==> src/rtl/primitive_pkg.sv <==
// Shared helpers for the primitive_* delay-line family: width math, modulo
// pointer arithmetic and tap-select classification.
package primitive_pkg;

    typedef enum logic [1:0] {
        TAP_FWD   = 2'd0,
        TAP_NORM  = 2'd1,
        TAP_CLAMP = 2'd2
    } tap_sel_e;

    function automatic int unsigned clog2(input int unsigned value);
        int unsigned res;
        res = 0;
        for (int unsigned i = 0; i < 32; i++) begin
            if ((64'd1 << i) < 64'(value)) begin
                res = i + 1;
            end
        end
        return res;
    endfunction

    // Operands are already reduced below len, so one conditional add suffices
    // and no power-of-two truncation is assumed.
    function automatic int unsigned mod_sub(input int unsigned a,
                                            input int unsigned b,
                                            input int unsigned len);
        return (a >= b) ? (a - b) : (a + len - b);
    endfunction

endpackage

==> src/rtl/primitive_sdp_ram.sv <==
// Simple dual-port RAM: one write port, one registered read port with an
// optional write-first bypass when both ports address the same slot.
module primitive_sdp_ram
    import primitive_pkg::*;
#(
    parameter int unsigned WIDTH       = 8,
    parameter int unsigned DEPTH       = 32,
    parameter int unsigned AW          = clog2(DEPTH),
    parameter bit          WRITE_FIRST = 1'b0
) (
    input  logic             i_clk,
    input  logic             i_en,
    input  logic             i_we,
    input  logic [AW-1:0]    i_waddr,
    input  logic [WIDTH-1:0] i_wdata,
    input  logic [AW-1:0]    i_raddr,
    output logic [WIDTH-1:0] o_rdata
);

    logic [WIDTH-1:0] r_mem [DEPTH];
    logic [WIDTH-1:0] r_rdata;

    always_ff @(posedge i_clk) begin
        if (i_en) begin
            if (i_we) begin
                r_mem[i_waddr] <= i_wdata;
            end
            if (WRITE_FIRST && i_we && (i_raddr == i_waddr)) begin
                r_rdata <= i_wdata;
            end else begin
                r_rdata <= r_mem[i_raddr];
            end
        end
    end

    assign o_rdata = r_rdata;

endmodule

==> src/rtl/primitive_sr_bram_vtap.sv <==
// BRAM-backed delay line with runtime tap select, fixed last-stage output,
// per-slot write masking and blanking of slots not written since reset.
module primitive_sr_bram_vtap
    import primitive_pkg::*;
#(
    parameter  int unsigned WIDTH  = 8,
    parameter  int unsigned LENGTH = 32,
    localparam int unsigned AW     = clog2(LENGTH),
    localparam int unsigned TW     = clog2(LENGTH + 1)
) (
    input  logic             i_EMUCLK,
    input  logic             i_RST,
    input  logic             i_CEN_n,
    input  logic             i_CNTRRST,
    input  logic             i_WR,
    input  logic [WIDTH-1:0] i_D,
    input  logic [TW-1:0]    i_TAP,
    output logic [WIDTH-1:0] o_Q_TAP,
    output logic [WIDTH-1:0] o_Q_LAST,
    output logic [AW-1:0]    o_SLOT,
    output logic             o_PRIMED
);

    localparam logic [AW-1:0] LAST_SLOT = AW'(LENGTH - 1);
    localparam logic [TW-1:0] TAP_MAX   = TW'(LENGTH);

    logic             w_en;
    logic [AW-1:0]    w_addr;
    logic [AW-1:0]    w_next_wp;
    tap_sel_e         w_tap_sel;
    logic [AW-1:0]    w_tap_dist;
    logic [AW-1:0]    w_tap_addr;
    logic [AW-1:0]    w_last_addr;
    logic             w_tap_vld;
    logic             w_last_vld;
    logic [WIDTH-1:0] w_tap_q;
    logic [WIDTH-1:0] w_last_q;

    logic [AW-1:0]     r_wp;
    logic [TW-1:0]     r_fill;
    logic [LENGTH-1:0] r_vld;
    logic              r_tap_vld;
    logic              r_last_vld;

    assign w_en      = ~i_CEN_n;
    assign w_addr    = i_CNTRRST ? '0 : r_wp;
    assign w_next_wp = (w_addr == LAST_SLOT) ? '0 : w_addr + AW'(1);

    always_comb begin
        if (i_TAP == '0) begin
            w_tap_sel = TAP_FWD;
        end else if (i_TAP > TAP_MAX) begin
            w_tap_sel = TAP_CLAMP;
        end else begin
            w_tap_sel = TAP_NORM;
        end

        case (w_tap_sel)
            TAP_FWD:   w_tap_dist = '0;
            TAP_CLAMP: w_tap_dist = LAST_SLOT;
            default:   w_tap_dist = AW'(i_TAP - TW'(1));
        endcase
    end

    assign w_tap_addr  = AW'(mod_sub(32'(w_addr), 32'(w_tap_dist), LENGTH));
    assign w_last_addr = AW'(mod_sub(32'(w_addr), LENGTH - 1, LENGTH));

    // The tap may read the slot being written this edge, so its valid bit
    // must follow the same write-first rule as the data bypass.
    assign w_tap_vld  = (i_WR && (w_tap_addr == w_addr)) ? 1'b1 : r_vld[w_tap_addr];
    assign w_last_vld = r_vld[w_last_addr];

    always_ff @(posedge i_EMUCLK or posedge i_RST) begin
        if (i_RST) begin
            r_wp       <= '0;
            r_fill     <= '0;
            r_vld      <= '0;
            r_tap_vld  <= 1'b0;
            r_last_vld <= 1'b0;
        end else if (w_en) begin
            r_wp <= w_next_wp;
            if (r_fill != TAP_MAX) begin
                r_fill <= r_fill + TW'(1);
            end
            if (i_WR) begin
                r_vld[w_addr] <= 1'b1;
            end
            r_tap_vld  <= w_tap_vld;
            r_last_vld <= w_last_vld;
        end
    end

    primitive_sdp_ram #(
        .WIDTH       (WIDTH),
        .DEPTH       (LENGTH),
        .AW          (AW),
        .WRITE_FIRST (1'b1)
    ) u_ram_tap (
        .i_clk   (i_EMUCLK),
        .i_en    (w_en),
        .i_we    (i_WR),
        .i_waddr (w_addr),
        .i_wdata (i_D),
        .i_raddr (w_tap_addr),
        .o_rdata (w_tap_q)
    );

    primitive_sdp_ram #(
        .WIDTH       (WIDTH),
        .DEPTH       (LENGTH),
        .AW          (AW),
        .WRITE_FIRST (1'b0)
    ) u_ram_last (
        .i_clk   (i_EMUCLK),
        .i_en    (w_en),
        .i_we    (i_WR),
        .i_waddr (w_addr),
        .i_wdata (i_D),
        .i_raddr (w_last_addr),
        .o_rdata (w_last_q)
    );

    // RAM read registers have no reset; the fabric valid flags gate them so
    // the outputs still clear asynchronously.
    assign o_Q_TAP  = r_tap_vld  ? w_tap_q  : '0;
    assign o_Q_LAST = r_last_vld ? w_last_q : '0;
    assign o_SLOT   = r_wp;
    assign o_PRIMED = (r_fill == TAP_MAX);

endmodule

==> config.mk <==
export PLATFORM = sky130hd
export DESIGN_NAME = primitive_sr_bram_vtap
export DESIGN_NICKNAME = d
export VERILOG_FILES = /design/src/rtl/primitive_pkg.sv /design/src/rtl/primitive_sdp_ram.sv /design/src/rtl/primitive_sr_bram_vtap.sv
export SDC_FILE = /design/constraint.sdc
export NUM_CORES = 1
export LEC_CHECK = 0
export ABC_AREA = 0
export CAP_MARGIN = 0
export CORE_ASPECT_RATIO = 1.75
export CORE_UTILIZATION = 55
export CTS_BUF_LIST = sky130_fd_sc_hd__clkbuf_4
export DETAILED_ROUTE_END_ITERATION = 12
export PLACE_DENSITY_LB_ADDON = 0.05
export SYNTH_ARGS = -nofsm -noshare
export SYNTH_HDL_FRONTEND = slang
export SYNTH_HIERARCHICAL = 1
export SYNTH_SLANG_ARGS = --single-unit
==> constraint.sdc <==
create_clock -name i_EMUCLK -period 5.34 [get_ports i_EMUCLK]
set_input_delay 1.335 -clock i_EMUCLK [delete_from_list [all_inputs] [get_ports i_EMUCLK]]
set_output_delay 1.335 -clock i_EMUCLK [all_outputs]
set_load 0.02 [all_outputs]
==> results.py <==
metrics = {
    "outcome": {
        "status": "finished clean",
    },
    "detailed_routing": {
        "route.detailed.drc": 0,
        "drt-initial-drc-count": 758,
        "wl_per_cell_um": 26.10,
        "vias": 12580,
        "drtPass1Iterations": 6,
        "via_per_inst": 5.904,
        "routed_wl_um": 55610,
        "drtAntennaViolNets": 0,
    },
    "hold_path": {
        "whs_path_depth": 1,
        "hp-class": "register to register",
    },
    "floorplanning": {
        "fp.dieW_um": 158.7,
        "die_area_sq_mm": 0.04385,
        "die_y_um": 276.3,
        "start_util_pct": 55.73,
        "core_area_sq_mm": 0.04242,
        "ios": 41,
        "rows": 100,
    },
    "cells_and_area": {
        "multi_input_area_sq_mm": 0.006178,
        "final_area_sq_mm": 0.02669,
        "seq_area_sq_mm": 0.01698,
        "area_growth_pct": 12.93,
        "final_core_util_pct": 62.94,
        "layout.nets": 1507,
        "final_common_cell": "edfxtp_1",
        "drive_gt1_share_pct": 27.42,
        "final_cell_mix": "edfxtp_1, clkbuf_4, mux2i_1",
        "fillers": 3083,
    },
    "global_routing": {
        "grt_overflow": 0,
        "antenna_found_initial": 2,
        "first_global_vias": 13270,
        "grt_max_degree": 66,
        "grt_use_total_pct": 26.13,
        "grt_pass1_wl_um": 82970,
    },
    "clocking": {
        "htree_num_levels": 3,
        "clockBufferDepth": 3,
        "cts-root-buf": "clkbuf_4",
        "clkLatencyLatePin_ns": 0.85,
        "cts.sinks": 573,
        "cts-buffers-inserted": 120,
        "cts_resized": 0,
        "cts_setup_buffers": 0,
        "holdBufCountCts": 0,
        "clk_pin_slew_ns": 0.07,
        "cts_tree": "yes",
    },
    "worst_setup_path": {
        "r2r_cells": 13,
        "cp_max_fo": 21,
        "criticalPathCategory": "input port to register",
        "crit_path_start": "i_TAP[1]",
        "rr_startpoint": "o_SLOT[0]",
        "worst_setup_path_end_kind": "register",
        "path_common_cell": "nand2_1",
        "critPathMaxStageDelay_ns": 0.48,
        "critical_path_required_ns": 6.04,
        "critPathSlowestCell": "a22oi_1",
        "reg2reg_to": "u_ram_tap/o_rdata[3]",
        "crit_end": "u_ram_tap/o_rdata[3]",
        "cp.arrival_ns": 5.23,
        "crit_path_start_kind": "input port",
        "path_buf_inv": 6,
        "critPathTopFamily": "buffers and inverters",
        "cp_cell_sequence": "clkdlybuf4s50_1, inv_1, ha_1, nand2_1, nor2_1, nand2_1, nand2_1, o21ai_0, ha_1, fa_1, buf_4, xor2_1, inv_2, and2_1, buf_12, a22oi_1, a21oi_1, buf_4, nor4_1, mux2_2",
        "reg2reg_slack_ns": 1.79,
        "crit_cells": 20,
    },
    "synth": {
        "syn_nets": 1315,
        "yosysTopAreaCell": "edfxtp_1",
        "avgSynthCellArea_sq_um": 18.42,
        "yosysWarnings": 6,
        "seq_area_frac_synth_pct": 71.84,
        "syn-cell-area_sq_mm": 0.02364,
        "synth_flop_cell": "edfxtp_1",
        "synthTopCellsByArea": "edfxtp_1, mux4_2, mux2i_1",
        "synth_edf_count": 528,
        "synth_cell_types": 71,
        "ys_ff_latch": 573,
        "async_reset_ff_share_pct": 7.853,
        "yosysTopAreaCellShare_pct": 67.07,
        "netlist_instances": 1283,
    },
    "timing": {
        "slew_viol_final": 0,
        "period_minus_slack_ns": 4.521,
        "rsz0062_at_grt": "false",
        "fin_hold_ws_ns": 0.4848,
        "clock.fmax_ghz": 0.2212,
        "worstMarginPinSlew_ns": 0.9894,
        "hold_viol": 0,
        "period_share_pct": 84.66,
        "finalSetupViolCount": 0,
        "skew_ns": 0.02603,
        "max_slew_margin_pct": 33.94,
    },
    "placement": {
        "placed_cell_area_sq_mm": 0.02514,
        "dp_hpwl_um": 36570,
        "gp_congestion": 0.8551,
        "portBuffers": 40,
    },
    "job": {
        "cap_violations": 0,
    },
    "pwr": {
        "p_total_mw": 9.679,
        "irDropWorstVdd_mv": 0.2442,
        "p_per_area_mw_per_mm2": 362.6,
        "leakagePower_nw": 9.506,
    },
}
per-stage QoR:
stage / setup WS, ns / TNS [ns] / cells
CTS: 0.8586 / 0 / 2129
global route: 0.5763 / 0 / 2131
detailed placement: -0.02154 / -0.02154 / 1914
floorplan: 0.6101 / 0 / 1283
finish: 0.8190 / 0 / 2131
global placement: -0.02523 / -0.02523 / 1914
cells by family after synthesis:
| kind of cell | count (synthesis) | synth area share (%) |
|---|---|---|
| AO/OA/AOI/OAI | 147 | 4.388 |
| adder cells (fa/ha/maj) | 14 | 0.7622 |
| flip-flops | 573 | 71.84 |
| XOR/XNOR | 21 | 0.9157 |
| buffers and inverters | 84 | 2.059 |
| AND/OR/NAND/NOR | 202 | 4.446 |
| multiplexers | 242 | 15.59 |
cell type report:
cell class / count / area share, %
Antenna cell: 2 / 0.01875
Clock buffer: 178 / 5.006
Clock inverter: 37 / 0.7921
Inverter: 17 / 0.2484
Multi-Input combinational cell: 626 / 23.15
Sequential cell: 573 / 63.61
Tap cell: 561 / 2.629
Timing Repair Buffer: 137 / 4.546
layer usage:
metal	global-route usage, %	part of all wire (%)	vias up	wire, um
li1	-	-	5597	-
met3	4.275	3.8	111	2094
met5	0	0	-	0
met1	28.53	36	6504	19840
met2	48.97	57	369	31460
met4	12.17	4.0	0	2213
where the power goes:
part / total (mW) / switching (mW) / internal [mW] / leakage, nW
Clock: 3.22 / 1.60 / 1.62 / 0.924
Combinational: 1.40 / 0.802 / 0.602 / 3.23
Sequential: 5.05 / 0.0596 / 4.99 / 5.35
cell usage after synthesis (6+ instances only):
cell	instances
nor2_1	81
buf_6	10
nand2_1	29
ha_1	12
nand3_1	8
nand3b_1	7
nor2b_1	10
dfrtp_1	45
clkbuf_1	21
edfxtp_1	528
a21oi_1	32
mux2i_1	126
and2_1	21
inv_1	17
mux2_2	15
a21o_1	26
xnor2_1	12
buf_1	6
nor4_1	8
o21bai_1	8
buf_2	12
xor2_1	7
buf_4	16
mux4_2	98
a22oi_1	56
state kept, by name, summed over array words and instances (netlist names):
name and cells:
u_ram_last/r_mem 256, r_fill 6, r_last_vld 1, r_tap_vld 1, r_vld 32, u_ram_last/o_rdata 8
o_SLOT 5, u_ram_tap/r_mem 256, u_ram_tap/o_rdata 8
worst min-delay path by stage:
stage              start        end  slack [ns]
2_1_floorplan   r_vld[6]   r_vld[6]        0.44
3_3_place_gp   r_vld[13]  r_vld[13]        0.45
3_5_place_dp   r_vld[13]  r_vld[13]        0.47
4_1_cts        r_vld[24]  r_vld[24]        0.48
5_1_grt        r_vld[10]  r_vld[10]        0.50
6_report        r_vld[8]   r_vld[8]        0.48
Note: power is estimated with default switching activity, not from simulation.
